--- src/rtl/ram_arbiter.sv ---
// ram_arbiter: shares one single-port synchronous RAM between requester A (fetch) and B (data/IO).
// One access is in flight at a time: IDLE -> ISSUE -> WAIT (RAM_LAT cycles) -> ISSUE | IDLE.
// Out-of-range addresses (any bit above RAM_AW set) never write the RAM and read back as 0.
// Build option: define RAM_ARB_RR_EN for round-robin tie-breaking; otherwise A has fixed priority.
module ram_arbiter #(
  parameter int unsigned DATA_W  = 16,
  parameter int unsigned ADDR_W  = 16,
  parameter int unsigned RAM_AW  = 8,
  parameter int unsigned RAM_LAT = 1  // legal 1..3
) (
  input  logic              clk,
  input  logic              rst_n,
  // Port A
  input  logic              a_req,
  input  logic              a_we,
  input  logic [ADDR_W-1:0] a_addr,
  input  logic [DATA_W-1:0] a_din,
  output logic              a_gnt,
  output logic              a_done,
  output logic [DATA_W-1:0] a_rdata,
  output logic              a_err,
  // Port B
  input  logic              b_req,
  input  logic              b_we,
  input  logic [ADDR_W-1:0] b_addr,
  input  logic [DATA_W-1:0] b_din,
  output logic              b_gnt,
  output logic              b_done,
  output logic [DATA_W-1:0] b_rdata,
  output logic              b_err,
  // RAM side
  output logic              ram_we,
  output logic [RAM_AW-1:0] ram_addr,
  output logic [DATA_W-1:0] ram_din,
  input  logic [DATA_W-1:0] ram_dout,
  output logic              busy
);

  typedef enum logic [1:0] {StIdle, StIssue, StWait} state_e;

  // Value of the latency counter in the final WAIT cycle.
  localparam logic [1:0] LatLast = 2'(RAM_LAT - 1);

  state_e              state_q, state_d;
  logic [1:0]          lat_cnt_q, lat_cnt_d;
  logic                sel_b_q, sel_b_d;  // winner of the access in flight
  logic                we_q, we_d;
  logic [ADDR_W-1:0]   addr_q, addr_d;
  logic [DATA_W-1:0]   din_q, din_d;
  logic [DATA_W-1:0]   a_rdata_q, a_rdata_d;
  logic [DATA_W-1:0]   b_rdata_q, b_rdata_d;
`ifdef RAM_ARB_RR_EN
  logic                last_b_q, last_b_d;  // 1: B was granted most recently
`endif

  logic                arb_en;
  logic                pick_b;
  logic                in_range;
  logic                issue;
  logic                last_wait;
  logic [DATA_W-1:0]   rd_val;

  // Winner selection for the current arbitration edge.
  always_comb begin
`ifdef RAM_ARB_RR_EN
    pick_b = (a_req && b_req) ? ~last_b_q : b_req;
`else
    pick_b = b_req & ~a_req;
`endif
  end

  // Decode of the latched access and of the current FSM phase.
  always_comb begin
    in_range  = ~|addr_q[ADDR_W-1:RAM_AW];
    issue     = (state_q == StIssue);
    last_wait = (state_q == StWait) && (lat_cnt_q == LatLast);
    rd_val    = in_range ? ram_dout : '0;
  end

  // Next-state: FSM sequencing, arbitration and request latching.
  always_comb begin
    state_d   = state_q;
    lat_cnt_d = lat_cnt_q;
    sel_b_d   = sel_b_q;
    we_d      = we_q;
    addr_d    = addr_q;
    din_d     = din_q;
    arb_en    = 1'b0;
`ifdef RAM_ARB_RR_EN
    last_b_d  = last_b_q;
`endif
    unique case (state_q)
      StIdle:  arb_en = 1'b1;
      StIssue: begin
        state_d   = StWait;
        lat_cnt_d = 2'd0;
      end
      StWait: begin
        if (lat_cnt_q == LatLast) begin
          arb_en = 1'b1;
        end else begin
          lat_cnt_d = lat_cnt_q + 2'd1;
        end
      end
      default: state_d = StIdle;
    endcase

    if (arb_en) begin
      if (a_req || b_req) begin
        state_d  = StIssue;
        sel_b_d  = pick_b;
        we_d     = pick_b ? b_we : a_we;
        addr_d   = pick_b ? b_addr : a_addr;
        din_d    = pick_b ? b_din : a_din;
`ifdef RAM_ARB_RR_EN
        last_b_d = pick_b;
`endif
      end else begin
        state_d = StIdle;
      end
    end
  end

  // Per-port outputs; read data is visible in the done cycle and held afterwards.
  always_comb begin
    a_gnt     = issue & ~sel_b_q;
    b_gnt     = issue & sel_b_q;
    a_done    = last_wait & ~sel_b_q;
    b_done    = last_wait & sel_b_q;
    a_err     = a_done & ~in_range;
    b_err     = b_done & ~in_range;
    a_rdata_d = (a_done && !we_q) ? rd_val : a_rdata_q;
    b_rdata_d = (b_done && !we_q) ? rd_val : b_rdata_q;
    a_rdata   = a_rdata_d;
    b_rdata   = b_rdata_d;
    ram_we    = issue & we_q & in_range;
    ram_addr  = addr_q[RAM_AW-1:0];
    ram_din   = din_q;
    busy      = (state_q != StIdle);
  end

  // State registers with synchronous active-low reset.
  always_ff @(posedge clk) begin
    if (!rst_n) begin
      state_q   <= StIdle;
      lat_cnt_q <= 2'd0;
      sel_b_q   <= 1'b0;
      we_q      <= 1'b0;
      addr_q    <= '0;
      din_q     <= '0;
      a_rdata_q <= '0;
      b_rdata_q <= '0;
`ifdef RAM_ARB_RR_EN
      last_b_q  <= 1'b1;
`endif
    end else begin
      state_q   <= state_d;
      lat_cnt_q <= lat_cnt_d;
      sel_b_q   <= sel_b_d;
      we_q      <= we_d;
      addr_q    <= addr_d;
      din_q     <= din_d;
      a_rdata_q <= a_rdata_d;
      b_rdata_q <= b_rdata_d;
`ifdef RAM_ARB_RR_EN
      last_b_q  <= last_b_d;
`endif
    end
  end

endmodule

--- config.mk ---
export PLATFORM = sky130hd
export DESIGN_NAME = ram_arbiter
export DESIGN_NICKNAME = d
export VERILOG_FILES = /design/src/rtl/ram_arbiter.sv
export SDC_FILE = /design/constraint.sdc
export NUM_CORES = 1
export LEC_CHECK = 0
export CAP_MARGIN = 25
export CORE_MARGIN = 4
export CORE_UTILIZATION = 43
export DETAILED_ROUTE_END_ITERATION = 16
export PLACE_DENSITY = 0.9
export SLEW_MARGIN = 25
export SYNTH_ARGS = -nofsm -noshare
export SYNTH_HDL_FRONTEND = slang
export SYNTH_SLANG_ARGS = --single-unit
--- constraint.sdc ---
create_clock -name clk -period 2.3 [get_ports clk]
set_input_delay 0.23 -clock clk [delete_from_list [all_inputs] [get_ports clk]]
set_output_delay 0.23 -clock clk [all_outputs]
set_load 0.01 [all_outputs]
==> results of run 1 <==
==> placed cells by master (no fill, tap or decap), types with 7 or more instances in the layout <==
cell type and instances:
clkdlybuf4s50_1 113, dfxtp_1 69, o21ai_0 50, dlygate4sd2_1 35, mux2i_1 34, o311ai_0 33
o21ai_1 32, a32o_1 32, buf_4 20, nand3_1 16, o31ai_1 16, clkbuf_8 9
nor2_1 8, inv_1 7
==> repair_timing <==
item,in CTS,in global routing
setup endpoints to repair,36,6
hold endpoints to repair,0,0
setup buffers,0,1
gates cloned,2,0
gates resized for setup,43,5
==> synthesized netlist by cell type, types with 2 or more instances <==
cell / count / share of area [%]
nand3_1: 16 / 2.3
nor3_4: 2 / 0.91
buf_6: 4 / 1.3
o21ai_0: 53 / 7.5
nand2b_1: 2 / 0.35
o21ai_1: 29 / 4.1
o21a_1: 3 / 0.63
clkbuf_1: 34 / 3.6
buf_2: 5 / 0.70
a32o_1: 32 / 9.0
buf_4: 9 / 1.9
mux2i_1: 34 / 9.6
nor3_1: 2 / 0.28
or4_4: 2 / 0.63
nor2_1: 10 / 1.1
a21oi_1: 2 / 0.28
o311ai_0: 33 / 8.1
nor2b_1: 3 / 0.53
dfxtp_1: 70 / 39
nor4_2: 2 / 0.70
o31ai_1: 16 / 3.4
inv_1: 7 / 0.74
==> worst max path at each step <==
| stage | cells past startpoint | endpoint |
|---|---|---|
| 5_1_grt | 7 | b_rdata[0] |
| 3_3_place_gp | 6 | a_rdata[14] |
| 4_1_cts | 6 | a_rdata[7] |
| 3_5_place_dp | 6 | a_rdata[0] |
| 2_1_floorplan | 6 | b_rdata[10] |
| 6_report | 7 | a_rdata[0] |
==> flip-flops by register name, summed over array words and instances (netlist names) <==
signal     flops
a_rdata_q     16
addr_q        16
b_rdata_q     16
ram_din       16
lat_cnt_q      2
state_q        2
sel_b_q        1
we_q           1
==> per-stage QoR <==
| stage | util (%) | instance area (um2) | total power [mW] | hold slack, ps |
|---|---|---|---|---|
| detailed placement | 64.6 | 5090 | 1.99 | 446 |
| global placement | 64.6 | 5090 | 1.96 | 439 |
| CTS | 67.1 | 5290 | 2.94 | 465 |
| floorplan | - | 3560 | 1.65 | 340 |
| global route | 67.3 | 5310 | 3.06 | 478 |
| finish | 67.3 | 5310 | 2.92 | 465 |
==> layer usage <==
| metal | GRT usage, % | share of wire (%) |
|---|---|---|
| met1 | 27.2 | 39 |
| met4 | 8.19 | 1.7 |
| met2 | 38.7 | 49 |
| met5 | 0 | 0 |
| met3 | 6.79 | 10 |
==> cells by family after synthesis <==
kind of cell               count (synthesis)  share of synthesized area, %
DFF                                       70                          39.4
muxes                                     34                          9.57
adders and majority gates                  1                         0.352
and+or+nand+nor                           48                          8.83
buffers and inverters                     61                          8.41
AOI/OAI and AO/OA                        170                          33.5
==> critical path, cell delays in order, from the launching register on <==
cell           delay (ps)
dfxtp_1               320
inv_1                  90
ha_2                  220
nand4bb_4             160
buf_6                 190
o21ai_0               210
o21ai_0               150
dlygate4sd2_1         310
==> power breakdown <==
part           switching (mW)  total [mW]  internal (mW)
registers              0.0389        1.31           1.27
clock network           0.454       0.953          0.499
logic                   0.324       0.660          0.336
total                   0.817        2.92           2.11
==> cell type report <==
class | count | area share [%]
clock inverter | 6 | 1.18
clock buffer | 10 | 2.41
tap | 102 | 2.41
timing repair buffer | 172 | 31.0
sequential | 70 | 26.4
multi-input combinational | 254 | 36.0
inverter | 8 | 0.566
==> flow_summary.ini, run 1 <==
[place]
placed_cells = 603
pre_cts_ws_ps = 7.75
detailed_place_hpwl_mm = 8.29
port_buffers = 149
gp_congestion = 0.804

[logic_synthesis]
synth_cell_types = 36
synth_edf_count = 0
ys_seq_area_share_pct = 39.4
synthesis.area_mm2 = 0.00356
synth_cells = 384
syn_area_per_cell_um2 = 9.26
ys_seq_elements = 70
syn_nets = 471
synth_ff_type = dfxtp_1
yosys_warnings = 0
async_flop_share_pct = 0

[worst_setup_path]
r2r_setup_slack_ps = 420
rr_worst_depth = 7
crit_fanout = 18
path_class = reg -> out
r2r_end = addr_q[4]$_SDFFE_PN0P_
critPathRequiredTime_ps = 2070
cp-start-kind = flop
crit_arrival_ps = 1990
critPathCaptureType = output pin
rr_startpoint = lat_cnt_q[1]$_SDFFE_PN0P_
crit_path_start = lat_cnt_q[1]$_SDFFE_PN0P_

[global_route]
grt_usage_pct = 22.8
grt_max_degree = 38
grt_pass1_vias = 3725
antenna_found_initial = 0
grt_overflow_total = 0
grt_pass1_wl_mm = 18.3

[sta]
tightest_slew_ps = 640
max_slew_margin_pct = 57.3
fin_ws_ps = 79.7
final_hold_viol_count = 0
fin_setup_tns_ps = 0
fmax_ghz = 0.450
skew_ps = 5.98
post-route-period-util_pct = 96.5
fin_crit_ps = 2220
setup_viol = 0
rsz0062_at_grt = false
drv_slew = 0

[flow_run]
drv_cap = 0

[hold_path]
min_to = b_rdata_q[6]$_SDFF_PN0_
hold_class = reg -> reg
hp-start = b_rdata_q[6]$_SDFF_PN0_
min_path_cells = 1

[cells_and_area]
finalNonFillerCells = 622
diodes = 0
syn2layout_area_growth_pct = 49.1
layout.nets = 602
seq_area_mm2 = 0.00140
nFillCells = 646
drive_above_1_share_pct = 10.8
multi_input_area_mm2 = 0.00191

[clock_tree]
path_clk_slew_ps = 80
htree_levels = 3
cts.sinks = 70
ctsLongestPathBuffers = 2
clkLatencyLatePin_ps = 330
hold_buffers = 0
cts_tree = built
numCtsBuffers = 9
root_buffer = clkbuf_8

[detailed_routing]
drt_iter0_drc = 200
final_antenna_net_count = 0
wirelength_mm = 11.5
drt-wirelength-per-cell_um = 18.5
avgViaCountPerCell = 6.11
drc = 0
firstDrtPassIters = 5
vias = 3799

[die]
rows = 32
core_area_mm2 = 0.00789
die_w_um = 99.0
die_area_mm2 = 0.00979
start_util_pct = 45.1
die_h_um = 99.0
num_io_pins = 150

[power_and_ir_drop]
ir_drop_mv = 0.378
powerDensity_mw_per_mm2 = 551
leakage_nw = 2.04

[run_status]
outcome = complete, no violations
No activity file was read; power rests on OpenSTA's default activity.
==> run 2, diff against run 1 <==
--- a/config.mk
+++ b/config.mk
@@ -5,7 +5,7 @@
 export SDC_FILE = /design/constraint.sdc
 export NUM_CORES = 1
 export LEC_CHECK = 0
-export CAP_MARGIN = 25
+export ABC_AREA = 1
 export CORE_MARGIN = 4
 export CORE_UTILIZATION = 43
 export DETAILED_ROUTE_END_ITERATION = 16
==> run 2 against run 1 <==
Cell count is 29% higher. Synthesized cell count is 47% higher. Critical path depth is 4 lower. Critical endpoint is now ram_we. Final area is 0.35% lower. Maximum frequency is 1.7% lower.
==> flow_summary.ini, run 2 <==
[die]
start_util_pct = 45.2
die_h_um = 99.0
num_io_pins = 150
core_area_mm2 = 0.00789
die_area_mm2 = 0.00981
die_w_um = 99.0
rows = 32

[cells_and_area]
seq_area_mm2 = 0.00140
drive_above_1_share_pct = 7.55
syn2layout_area_growth_pct = 48.3
nFillCells = 663
layout.nets = 785
multi_input_area_mm2 = 0.00168
layout_commonest_cell = nand2_1
diodes = 0
post-route-cell-area_mm2 = 0.00529
final_cell_mix = 247 x nand2_1, 117 x clkdlybuf4s50_1, 72 x inv_1
finalNonFillerCells = 804

[global_route]
grt_max_degree = 49
met2_usage_pct = 33.4
antenna_found_initial = 0
grt_usage_pct = 19.9
grt_pass1_wl_mm = 16.1
grt_busiest_layer = met2
grt_use_met3_pct = 6.09
grt_pass1_vias = 3606
grt_overflow_total = 0
grt.met1_usage_pct = 24.1

[logic_synthesis]
synth-compound-area-share_pct = 6.46
synth_ff_type = dfxtp_1
ys_seq_area_share_pct = 39.3
synthesis.area_mm2 = 0.00356
synth_adder_area_share_pct = 0.351
synth_top_area_share_pct = 39.3
muxShareOfSynthArea_pct = 0
yosysMostFrequentCell = nand2_1
ys_seq_elements = 70
synth_cells = 563
synth_commonest_cells = 247 x nand2_1, 72 x inv_1, 70 x dfxtp_1
synth_top_family_by_area = simple AND/OR/NAND/NOR gates
yosys_warnings = 0
async_flop_share_pct = 0
synthXorXnorAreaFrac_pct = 0
netlist_top_cells_area = dfxtp_1 39%, nand2_1 26%, inv_1 7.6%
syn_nets = 650
synth_cell_types = 24
syn_area_per_cell_um2 = 6.33
synth_edf_count = 0
synth-simple-area-share_pct = 39.5
synth_top_area_cell = dfxtp_1

[clock_tree]
htree_levels = 3
ctsLongestPathBuffers = 2
path_clk_slew_ps = 70
cts.sinks = 70
cts_tree = built
hold_buffers = 0
clkLatencyLatePin_ps = 330
root_buffer = clkbuf_8
numCtsBuffers = 9

[sta]
final_hold_viol_count = 0
drv_slew = 0
max_slew_margin_pct = 72.3
fin_ws_ps = 41.4
rsz0062_at_grt = true
fmax_ghz = 0.443
tightest_slew_ps = 415
skew_ps = 5.75
fin_crit_ps = 2260
post-route-period-util_pct = 98.2
setup_viol = 0

[detailed_routing]
final_antenna_net_count = 0
drc = 0
wirelength_mm = 10.1
drt_iter0_drc = 152
firstDrtPassIters = 5
vias = 3866
avgViaCountPerCell = 4.81
drt-wirelength-per-cell_um = 12.5

[power_and_ir_drop]
leakage_nw = 2.71
ir_drop_mv = 0.294
powerDensity_mw_per_mm2 = 580

[run_status]
outcome = complete, no violations

[worst_setup_path]
crit_path_start = we_q$_SDFFE_PN0P_
cp-start-kind = flop
rr_startpoint = lat_cnt_q[0]$_SDFFE_PN0P_
critPathRequiredTime_ps = 2070
crit_arrival_ps = 2030
crit_fanout = 4
path_class = reg -> out
critPathCaptureType = output pin

[place]
place_area_mm2 = 0.00507
gp_congestion = 0.862
placed_cells = 789
port_buffers = 149
detailed_place_hpwl_mm = 7.64
pre_cts_ws_ps = 180

[hold_path]
hold_class = reg -> reg
hp-start = lat_cnt_q[0]$_SDFFE_PN0P_

[flow_run]
drv_cap = 0
## run 2: cell count changes after synthesis, moves of 32 or more
cell	previous run	this run
o311ai_0	33	0
inv_1	7	72
a32o_1	32	0
nand2_1	1	247
mux2i_1	34	0
o21ai_0	53	2
## run 2: final timing paths
| kind | end | slack, ps | cells past startpoint |
|---|---|---|---|
| worst max-delay path | ram_we | 40 | 3 |
| worst max register to register | addr_q[15]$_SDFFE_PN0P_ | 670 | 9 |
| worst min register to register | lat_cnt_q[0]$_SDFFE_PN0P_ | 450 | 1 |
| worst min-delay path | lat_cnt_q[0]$_SDFFE_PN0P_ | 450 | 1 |
## run 2: routing by layer
| layer | routed length [um] | part of all wire (%) |
|---|---|---|
| met1 | 4180 | 42 |
| met3 | 1020 | 10 |
| met4 | 174 | 1.7 |
| met2 | 4680 | 47 |
| met5 | 0 | 0 |
## run 2: report_power, final
group / total, mW / switching [mW] / internal [mW]
logic: 0.728 / 0.370 / 0.358
registers: 1.32 / 0.0372 / 1.28
clock network: 1.02 / 0.436 / 0.582
total: 3.06 / 0.843 / 2.22
## run 2: kinds of logic after synthesis
family / Yosys count
and+or+nand+nor: 340
AOI/OAI and AO/OA: 40
DFF: 70
adders and majority gates: 1
buffers and inverters: 112
## run 2: layout make-up
| class | count | area share (%) |
|---|---|---|
| multi-input cells | 381 | 31.8 |
| repair buffers | 160 | 30.0 |
| flip-flops and latches | 70 | 26.5 |
| inverters | 76 | 5.40 |
| clock buffers | 12 | 3.12 |
| well taps | 102 | 2.41 |
| clock inverters | 3 | 0.805 |
## run 2: what timing repair did
action                                  CTS  global route
setup buffers                             0             0
resized for setup                        38             4
endpoints found under the setup margin   32             3
## run 2: metrics by stage
stage | power (mW) | TNS, ps | util [%] | hold slack, ps
after floorplan | 1.72 | 0 | - | 368
after global placement | 2.06 | 0 | 64.3 | 434
after detailed placement | 2.08 | 0 | 64.3 | 442
after CTS | 3.08 | 0 | 66.8 | 450
after global routing | 3.22 | -20.4 | 67.0 | 479
final | 3.06 | 0 | 67.0 | 451
## run 2: worst max-delay path, cell delays in order (launching register included)
cell and delay, ps:
dfxtp_1 480, inv_1 230, nor4_1 350, clkdlybuf4s50_1 630
==> run 3, diff against run 2 <==
--- a/config.mk
+++ b/config.mk
@@ -10,6 +10,7 @@
 export CORE_UTILIZATION = 43
 export DETAILED_ROUTE_END_ITERATION = 16
 export PLACE_DENSITY = 0.9
+export REMOVE_ABC_BUFFERS = 1
 export SLEW_MARGIN = 25
 export SYNTH_ARGS = -nofsm -noshare
 export SYNTH_HDL_FRONTEND = slang
==> run 3 against run 2 <==
Hold slack improved by 15 ps. Die area did not move. Non-clock buffer count rose by 2. Cell count rose by 0.37%. Core utilization fell by 0.41 points. Final area fell by 0.62%. Sequential cell count did not move. Clock-buffer cell count fell by 1. Combinational power fell by 2%. Critical path type unchanged. Largest cell class unchanged. Largest power group unchanged.
==> flow_summary.ini, run 3 (synthesized netlist as in run 2, its figures left out) <==
[run_status]
outcome = complete, no violations

[worst_setup_path]
rr_worst_depth = 9
r2r_end = ram_din[9]$_SDFFE_PN0P_
crit_path_start = we_q$_SDFFE_PN0P_
path_class = reg -> out
critPathRequiredTime_ps = 2070
rr_startpoint = lat_cnt_q[0]$_SDFFE_PN0P_
r2r_setup_slack_ps = 690
crit_end = ram_we
crit_fanout = 4
crit_arrival_ps = 1990
critPathCaptureType = output pin
cp-start-kind = flop

[sta]
setup_viol = 0
skew_ps = 8.17
fin_hold_ws_ps = 466
post-route-period-util_pct = 96.5
drv_slew = 0
tightest_slew_ps = 376
fin_ws_ps = 80.5
final_hold_viol_count = 0
fin_crit_ps = 2220
rsz0062_at_grt = false
max_slew_margin_pct = 74.9
fmax_ghz = 0.451
fin_setup_tns_ps = 0

[detailed_routing]
firstDrtPassIters = 4
drc = 0
avgViaCountPerCell = 4.74
drt_iter0_drc = 109
vias = 3829
drt-wirelength-per-cell_um = 12.2
final_antenna_net_count = 0
wirelength_mm = 9.84

[hold_path]
hold_class = reg -> reg

[flow_run]
drv_cap = 0

[die]
die_w_um = 99.0
die_h_um = 99.0
start_util_pct = 45.2
num_io_pins = 150
die_area_mm2 = 0.00981
rows = 32
core_area_mm2 = 0.00789

[global_route]
grt_pass1_vias = 3623
grt_overflow_total = 0
grt_max_degree = 36
grt_usage_pct = 19.6
grt_pass1_wl_mm = 16.1
antenna_found_initial = 0

[place]
pre_cts_ws_ps = 136
detailed_place_hpwl_mm = 7.50
gp_congestion = 0.812
port_buffers = 149

[clock_tree]
cts_tree = built
root_buffer = clkbuf_8
htree_levels = 3
ctsLongestPathBuffers = 2
clkLatencyLatePin_ps = 330
cts.sinks = 70
path_clk_slew_ps = 70
numCtsBuffers = 9
hold_buffers = 0

[cells_and_area]
final_core_util_pct = 66.6
layout.nets = 787
layout_commonest_cell = nand2_1
nFillCells = 674
syn2layout_area_growth_pct = 47.4
final_cell_mix = 247 x nand2_1, 117 x clkdlybuf4s50_1, 71 x inv_1
diodes = 0
drive_above_1_share_pct = 7.66

[power_and_ir_drop]
total_power_mw = 2.96
ir_drop_mv = 0.259
powerDensity_mw_per_mm2 = 564
leakage_nw = 2.70
## run 3: worst max-delay path, stage by stage (launching register included)
cell and delay, ps:
dfxtp_1 480, inv_1 220, nor4_1 360, clkdlybuf4s50_1 600
## run 3: how the worst min path moves through the flow
stage                                          from                         to  slack (ps)  depth (start not counted)
after floorplan                               rst_n  lat_cnt_q[0]$_SDFFE_PN0P_         370                          2
after global placement    lat_cnt_q[0]$_SDFFE_PN0P_  lat_cnt_q[0]$_SDFFE_PN0P_         440                          1
after detailed placement     addr_q[3]$_SDFFE_PN0P_     addr_q[3]$_SDFFE_PN0P_         460                          2
after CTS                   ram_din[1]$_SDFFE_PN0P_    ram_din[1]$_SDFFE_PN0P_         470                          2
after global routing        addr_q[12]$_SDFFE_PN0P_    addr_q[12]$_SDFFE_PN0P_         480                          2
final                       ram_din[1]$_SDFFE_PN0P_    ram_din[1]$_SDFFE_PN0P_         470                          2
## run 3: area by class of cell
cell class                 instances  area, um2  area share [%]
sequential                        70       1400            26.7
multi-input combinational        381       1690            32.1
clock inverter                     5       50.0           0.953
tap                              102        128            2.43
clock buffer                      11        131            2.50
inverter                          76        285            5.43
timing repair buffer             162       1570            29.9
## run 3: timing repair
item,in CTS,in global routing
pin swaps,1,1
setup buffers,0,2
gates cloned,0,1
endpoints found under the setup margin,32,7
resized for setup,38,6
## run 3: layer usage
layer,vias up,global-route usage (%),wire (um)
met2,187,32.6,4550
met4,0,7.67,220
li1,1947,-,-
met1,1676,22.7,3960
met5,-,0,0
met3,19,7.64,1110
## run 3: metrics by stage
stage	instances	cell area, um2
6_report	807	5250
5_1_grt	807	5250
4_1_cts	804	5200
3_5_place_dp	788	5030
3_3_place_gp	788	5030
2_1_floorplan	527	3340
## run 3: power breakdown
group | total [mW] | switching [mW] | leakage, nW | internal, mW
Combinational | 0.713 | 0.362 | 2.03 | 0.351
Sequential | 1.32 | 0.0376 | 0.572 | 1.28
Clock | 0.931 | 0.436 | 0.0968 | 0.494
